File: src/rtl/fpnew_result_collector.sv
// In-order result collector for the FPU output side.
// Hands out sequence IDs at dispatch time and accepts out-of-order completions
// from the opgroup blocks, each tagged with the ID it was dispatched with.
// Completions are parked in a circular reorder buffer and retired strictly in
// dispatch order over one valid/ready port. Sticky exception flags are
// accumulated as entries retire.
module fpnew_result_collector #(
  parameter int Width       = 32,
  parameter int NumOpGroups = 4,
  parameter int Depth       = 8,
  localparam int IdWidth    = $clog2(Depth)
) (
  input  logic                           clk_i,
  input  logic                           rst_i,
  input  logic                           flush_i,
  // dispatch side
  input  logic                           alloc_valid_i,
  output logic                           alloc_ready_o,
  output logic [IdWidth-1:0]             alloc_id_o,
  // opgroup completion ports
  input  logic [NumOpGroups-1:0]         opg_valid_i,
  output logic [NumOpGroups-1:0]         opg_ready_o,
  input  logic [NumOpGroups*Width-1:0]   opg_result_i,
  input  logic [NumOpGroups*5-1:0]       opg_status_i,
  input  logic [NumOpGroups-1:0]         opg_ext_bit_i,
  input  logic [NumOpGroups*IdWidth-1:0] opg_id_i,
  // in-order retire port
  output logic                           out_valid_o,
  input  logic                           out_ready_i,
  output logic [Width-1:0]               result_o,
  output logic [4:0]                     status_o,
  output logic                           extension_bit_o,
  output logic [IdWidth-1:0]             out_id_o,
  // sticky flags and status
  input  logic                           fflags_clr_i,
  output logic [4:0]                     fflags_o,
  output logic                           busy_o
);

  localparam logic [IdWidth:0] DepthC = (IdWidth + 1)'(Depth);

  // Per-entry bookkeeping: allocated to an operation / result has arrived.
  logic [Depth-1:0]   r_alloc;
  logic [Depth-1:0]   r_done;

  // Per-entry payload.
  logic [Width-1:0]   r_result [Depth];
  logic [4:0]         r_status [Depth];
  logic [Depth-1:0]   r_ext;

  // Circular pointers and occupancy.
  logic [IdWidth-1:0] r_head;
  logic [IdWidth-1:0] r_tail;
  logic [IdWidth:0]   r_count;

  logic [4:0]         r_fflags;

  // Completion routing: per entry, which port (if any) targets it this cycle.
  logic [Depth-1:0]   w_cpl_hit;
  logic [Depth-1:0]   w_cpl_en;
  logic [Width-1:0]   w_cpl_result [Depth];
  logic [4:0]         w_cpl_status [Depth];
  logic [Depth-1:0]   w_cpl_ext;

  // Handshake qualifiers and next-state bookkeeping.
  logic               w_alloc_fire;
  logic               w_retire;
  logic [Depth-1:0]   w_alloc_nxt;
  logic [Depth-1:0]   w_done_nxt;

  // Dispatch handshake. Deliberately independent of this cycle's retire so
  // there is no combinational path from out_ready_i to alloc_ready_o.
  assign alloc_ready_o = (r_count < DepthC) & ~flush_i;
  assign alloc_id_o    = r_tail;
  assign w_alloc_fire  = alloc_valid_i & alloc_ready_o;

  // Completions are never back-pressured; stale or duplicate ones are dropped.
  assign opg_ready_o   = '1;

  // Retire port shows the head entry; flush masks it for the flushing cycle.
  assign out_valid_o     = r_alloc[r_head] & r_done[r_head] & ~flush_i;
  assign result_o        = r_result[r_head];
  assign status_o        = r_status[r_head];
  assign extension_bit_o = r_ext[r_head];
  assign out_id_o        = r_head;
  assign w_retire        = out_valid_o & out_ready_i;

  assign fflags_o = r_fflags;
  assign busy_o   = (r_count != '0);

  // Match every port tag against every entry; scanning ports from high to low
  // lets the lowest-indexed port win when two ports carry the same tag.
  always_comb begin
    for (int e = 0; e < Depth; e++) begin
      w_cpl_hit[e]    = 1'b0;
      w_cpl_result[e] = '0;
      w_cpl_status[e] = '0;
      w_cpl_ext[e]    = 1'b0;
      for (int p = NumOpGroups - 1; p >= 0; p--) begin
        if (opg_valid_i[p] && (opg_id_i[p*IdWidth +: IdWidth] == IdWidth'(e))) begin
          w_cpl_hit[e]    = 1'b1;
          w_cpl_result[e] = opg_result_i[p*Width +: Width];
          w_cpl_status[e] = opg_status_i[p*5 +: 5];
          w_cpl_ext[e]    = opg_ext_bit_i[p];
        end
      end
    end
  end

  // A completion lands only in an entry that was allocated and still pending
  // at the start of the cycle; an entry allocated this same cycle is not yet
  // eligible because its alloc bit is still low.
  assign w_cpl_en = w_cpl_hit & r_alloc & ~r_done & {Depth{~flush_i}};

  // Next alloc/done vectors from completions, retire and allocation.
  always_comb begin
    w_alloc_nxt = r_alloc;
    w_done_nxt  = r_done | w_cpl_en;
    if (w_retire) begin
      w_alloc_nxt[r_head] = 1'b0;
    end
    if (w_alloc_fire) begin
      w_alloc_nxt[r_tail] = 1'b1;
      w_done_nxt[r_tail]  = 1'b0;
    end
  end

  // Bookkeeping and pointer registers; flush returns everything to empty.
  always_ff @(posedge clk_i or posedge rst_i) begin
    if (rst_i) begin
      r_alloc <= '0;
      r_done  <= '0;
      r_head  <= '0;
      r_tail  <= '0;
      r_count <= '0;
    end else if (flush_i) begin
      r_alloc <= '0;
      r_done  <= '0;
      r_head  <= '0;
      r_tail  <= '0;
      r_count <= '0;
    end else begin
      r_alloc <= w_alloc_nxt;
      r_done  <= w_done_nxt;
      if (w_alloc_fire) begin
        r_tail <= r_tail + 1'b1;
      end
      if (w_retire) begin
        r_head <= r_head + 1'b1;
      end
      case ({w_alloc_fire, w_retire})
        2'b10:   r_count <= r_count + 1'b1;
        2'b01:   r_count <= r_count - 1'b1;
        default: r_count <= r_count;
      endcase
    end
  end

  // Entry payload storage, written by accepted completions only.
  always_ff @(posedge clk_i or posedge rst_i) begin
    if (rst_i) begin
      for (int e = 0; e < Depth; e++) begin
        r_result[e] <= '0;
        r_status[e] <= '0;
      end
      r_ext <= '0;
    end else begin
      for (int e = 0; e < Depth; e++) begin
        if (w_cpl_en[e]) begin
          r_result[e] <= w_cpl_result[e];
          r_status[e] <= w_cpl_status[e];
          r_ext[e]    <= w_cpl_ext[e];
        end
      end
    end
  end

  // Sticky flags: clear wins over history but still keeps a same-cycle retire.
  always_ff @(posedge clk_i or posedge rst_i) begin
    if (rst_i) begin
      r_fflags <= '0;
    end else if (fflags_clr_i) begin
      r_fflags <= w_retire ? r_status[r_head] : 5'b0;
    end else if (w_retire) begin
      r_fflags <= r_fflags | r_status[r_head];
    end
  end

endmodule

File: config.mk
export PLATFORM = sky130hd
export DESIGN_NAME = fpnew_result_collector
export DESIGN_NICKNAME = d
export VERILOG_FILES = /design/src/rtl/fpnew_result_collector.sv
export SDC_FILE = /design/constraint.sdc
export NUM_CORES = 2
export LEC_CHECK = 0
export BUFFER_PORTS_ARGS = -buffer_cell sky130_fd_sc_hd__buf_2
export CAP_MARGIN = 15
export CORE_ASPECT_RATIO = 0.6
export CORE_MARGIN = 8
export CORE_UTILIZATION = 45
export DETAILED_ROUTE_END_ITERATION = 6
export PLACE_DENSITY_LB_ADDON = 0.12
export SYNTH_ARGS = -nofsm -noshare
export SYNTH_HDL_FRONTEND = slang
export SYNTH_SLANG_ARGS = --single-unit
File: constraint.sdc
create_clock -name clk_i -period 10.8 [get_ports clk_i]
set_input_delay 1.62 -clock clk_i [delete_from_list [all_inputs] [get_ports clk_i]]
set_output_delay 1.62 -clock clk_i [all_outputs]
set_load 0.02 [all_outputs]
==> results.toml <==
[drt]
firstDrtPassIters = 7
drt_iter0_markers = 3394
wl_met2_um = 43700
ant_nets = 0
vias = 24242
dr.max_layer_used = "met5"
routed_wirelength_um = 102000
viasPerCell = 6.84
drc = 1
wl_per_cell_um = 28.9
m1WireLength_um = 40600
wl_met3_um = 13200

[power_and_ir_drop]
ir_worst_vdd_mv = 0.0945
p_comb_frac = 0.172
power_density_nw_per_um2 = 122
swShare = 0.307
seqPwrFrac = 0.428
clock_power_share = 0.400
power_mw = 3.08
intPower_mw = 2.14
switchingPower_mw = 0.947
p_leak_nw = 10.2

[synthesis]
synth.distinct_cells = 51
synth-main-ff-cell = "dfrtp_1"
synth_top_area_cell = "dfrtp_1"
syn_area_um2 = 23200
yosysSeqAreaShare = 0.361
synth-edff-count = 0
ys_top_cells_by_area = "dfrtp_1, a221oi_1, mux4_2, nor3_1, a21oi_1"
yosys.area.top_type_share = 0.361
synth_cells = 2912
yosysWarnings = 0
syn_area_per_cell_um2 = 7.96
synth-async-reset-ratio = 1.00
ys_ff_latch = 335

[global_route]
grt.total_usage = 0.337
grt_max_degree = 167
gr-total-overflow = 0
grt_pass1_wl_um = 153000
grt_pass1_vias = 23729
antenna_found_initial = 20

[layout]
final_cell_mix = "nand2_1, dfrtp_1, nor2_1, a221oi_1, a21oi_1"
area_growth_syn_to_layout_pct = 9.09
fillCellCount = 4946
postLayoutCellArea_um2 = 25300
nNetsFinal = 2988
mostFrequentLayoutCell = "nand2_1"
drive_gt1_frac = 0.182

[sta]
clock_skew_ns = 0.0218
finalHoldWorstSlack_ns = 0.474
setup_ws_ns = 5.59
rsz0062_at_grt = "false"
maxSlewHeadroom = 0.232
fin_crit_sh = 0.483
tightest_slew_ns = 1.15
finalSetupViolations = 0
final_max_slew_viol_count = 0
max_freq_mhz = 192
timing.final.crit_period_ns = 5.21
hold_viol = 0
fin_tns_setup_ns = 0

[critical_path]
slowest_delay_ns = 1.12
crit_path_max_fanout = 50
crit_chain = "buf_4 > mux4_2 > mux2_2 > buf_2"
path_class = "reg -> out"
critPathLaunchType = "flip-flop"
cp.required_ns = 9.18
endpoint_kind = "output port"
critPathArrivalTime_ns = 3.59
rr_startpoint = "out_id_o[0]$_DFFE_PP0P_"
cpMaxStageDelayCell = "dfrtp_4"
rr_endpoint = "r_count[3]$_DFFE_PP0P_"
critPathBufInv = 2
rr_worst_depth = 7
crit_family = "flip-flops"
rrSetupSlack_ns = 7.51

[clocking]
clock_latency_ns = 0.55
post_cts_buffers = 0
clk_pin_slew_worst_paths_ns = 0.06
cts-root-buf = "clkbuf_16"
cts_tree = "done"
cts-hold-fix-buffers = 0
post_cts_resize_count = 0
cts.sinks = 335
cts_buffer_depth = 3
cts_htree_levels = 2
numCtsBuffers = 37

[hold_path]
hold-path-cell-count = 2
whs_endpoint = "r_result[221]$_DFFE_PP0P_"
hold_class = "reg -> reg"
hold_path.startpoint = "r_result[221]$_DFFE_PP0P_"

[flow_run]
drv_cap = 0

[die]
dieHeight_um = 192
start_util = 0.455
pin_count = 230
core_region_area_um2 = 50900
die_area_um2 = 59300
rows = 64
die_w_um = 309

[outcome]
violations = "design-rule violations"
status = "finished, violations left"

[place]
routabilityCongestion = 0.867
port_buffers = 225
post-dp-hpwl_um = 57900
placed_area_um2 = 24100
pre_cts_ws_ns = 5.93
-- routing by layer --
metal	global-route usage	up-vias
met3	0.0953	397
met4	0.165	2
met1	0.454	11533
met5	0	-
met2	0.495	1850
li1	-	10460
-- metrics by stage --
step	util	instances
floorplan	-	2915
global placement	0.474	3463
detailed placement	0.474	3463
CTS	0.496	3528
global route	0.497	3545
finish	0.497	3546
-- kinds of logic (layout without fill, tap and decap cells) --
logic type	after synthesis	count (layout)	share of synthesized area
AO/OA/AOI/OAI	953	953	0.261
adder cells (fa/ha/maj)	4	4	0.00216
buffers and inverters	443	364	0.0806
XOR/XNOR	7	7	0.00264
other	1	21	0.000162
flip-flops	335	335	0.361
multiplexers	118	118	0.0956
AND/OR/NAND/NOR	1051	1051	0.197
-- cell type report --
class / count / area [um2] / share of cell area
Clock inverter: 12 / 70.1 / 0.00277
Inverter: 7 / 30.0 / 0.00119
Tap cell: 693 / 867 / 0.0343
Antenna cell: 17 / 42.5 / 0.00168
Sequential cell: 335 / 8390 / 0.332
Clock buffer: 53 / 1040 / 0.0410
Multi-Input combinational cell: 2137 / 13200 / 0.522
Timing Repair Buffer: 292 / 1650 / 0.0652
-- flip-flops by register name, summed over array words and instances (netlist names) --
register,cells
alloc_id_o,3
fflags_o,5
out_id_o,3
r_alloc,8
r_count,4
r_done,8
r_ext,8
r_result,256
r_status,40
-- worst max path at each step --
stage,startpoint,end,slack (ns),cells past startpoint
floorplan,rst_i,alloc_id_o[0]$_DFFE_PP0P_,4.70,1
global placement,opg_valid_i[1],r_status[38]$_DFFE_PP0P_,5.97,8
detailed placement,opg_valid_i[1],r_status[37]$_DFFE_PP0P_,5.93,8
CTS,out_id_o[0]$_DFFE_PP0P_,result_o[21],5.55,4
global route,out_id_o[0]$_DFFE_PP0P_,result_o[15],5.44,4
finish,out_id_o[0]$_DFFE_PP0P_,result_o[13],5.59,4
-- worst register-to-register path, stage by stage, from the launching register on --
cell	delay [ns]
dfrtp_4	1.12
mux4_2	0.52
o22a_1	0.31
nor2_1	0.24
ha_1	0.32
a21o_1	0.19
or4_1	0.39
a31oi_1	0.13
-- cells in the mapped netlist, drive strengths merged, types with 2 or more instances --
cell type  number
a211oi          2
a21oi         305
a221oi        307
a22o            6
and2            2
and3            5
and4b           3
and4bb          3
buf           164
clkbuf        272
dfrtp         335
ha              4
inv             7
mux2           38
mux2i           2
mux4           78
nand2         341
nand2b         17
nand3          14
nand4           4
nor2          330
nor2b           8
nor3          308
nor4            2
o21ai         306
o22ai           8
o311ai          4
o31ai          10
or2             2
or3             3
or4             6
xnor2           4
xor2            3
-- power groups by stage --
stage	registers, mW	logic [mW]	clock network (mW)
3_5_place_dp	1.34	0.516	0
2_1_floorplan	1.33	0.353	0
6_report	1.32	0.530	1.23
4_1_cts	1.32	0.517	1.25
3_3_place_gp	1.34	0.508	0
5_1_grt	1.32	0.572	1.30
Note: power is estimated with default switching activity, not from simulation.
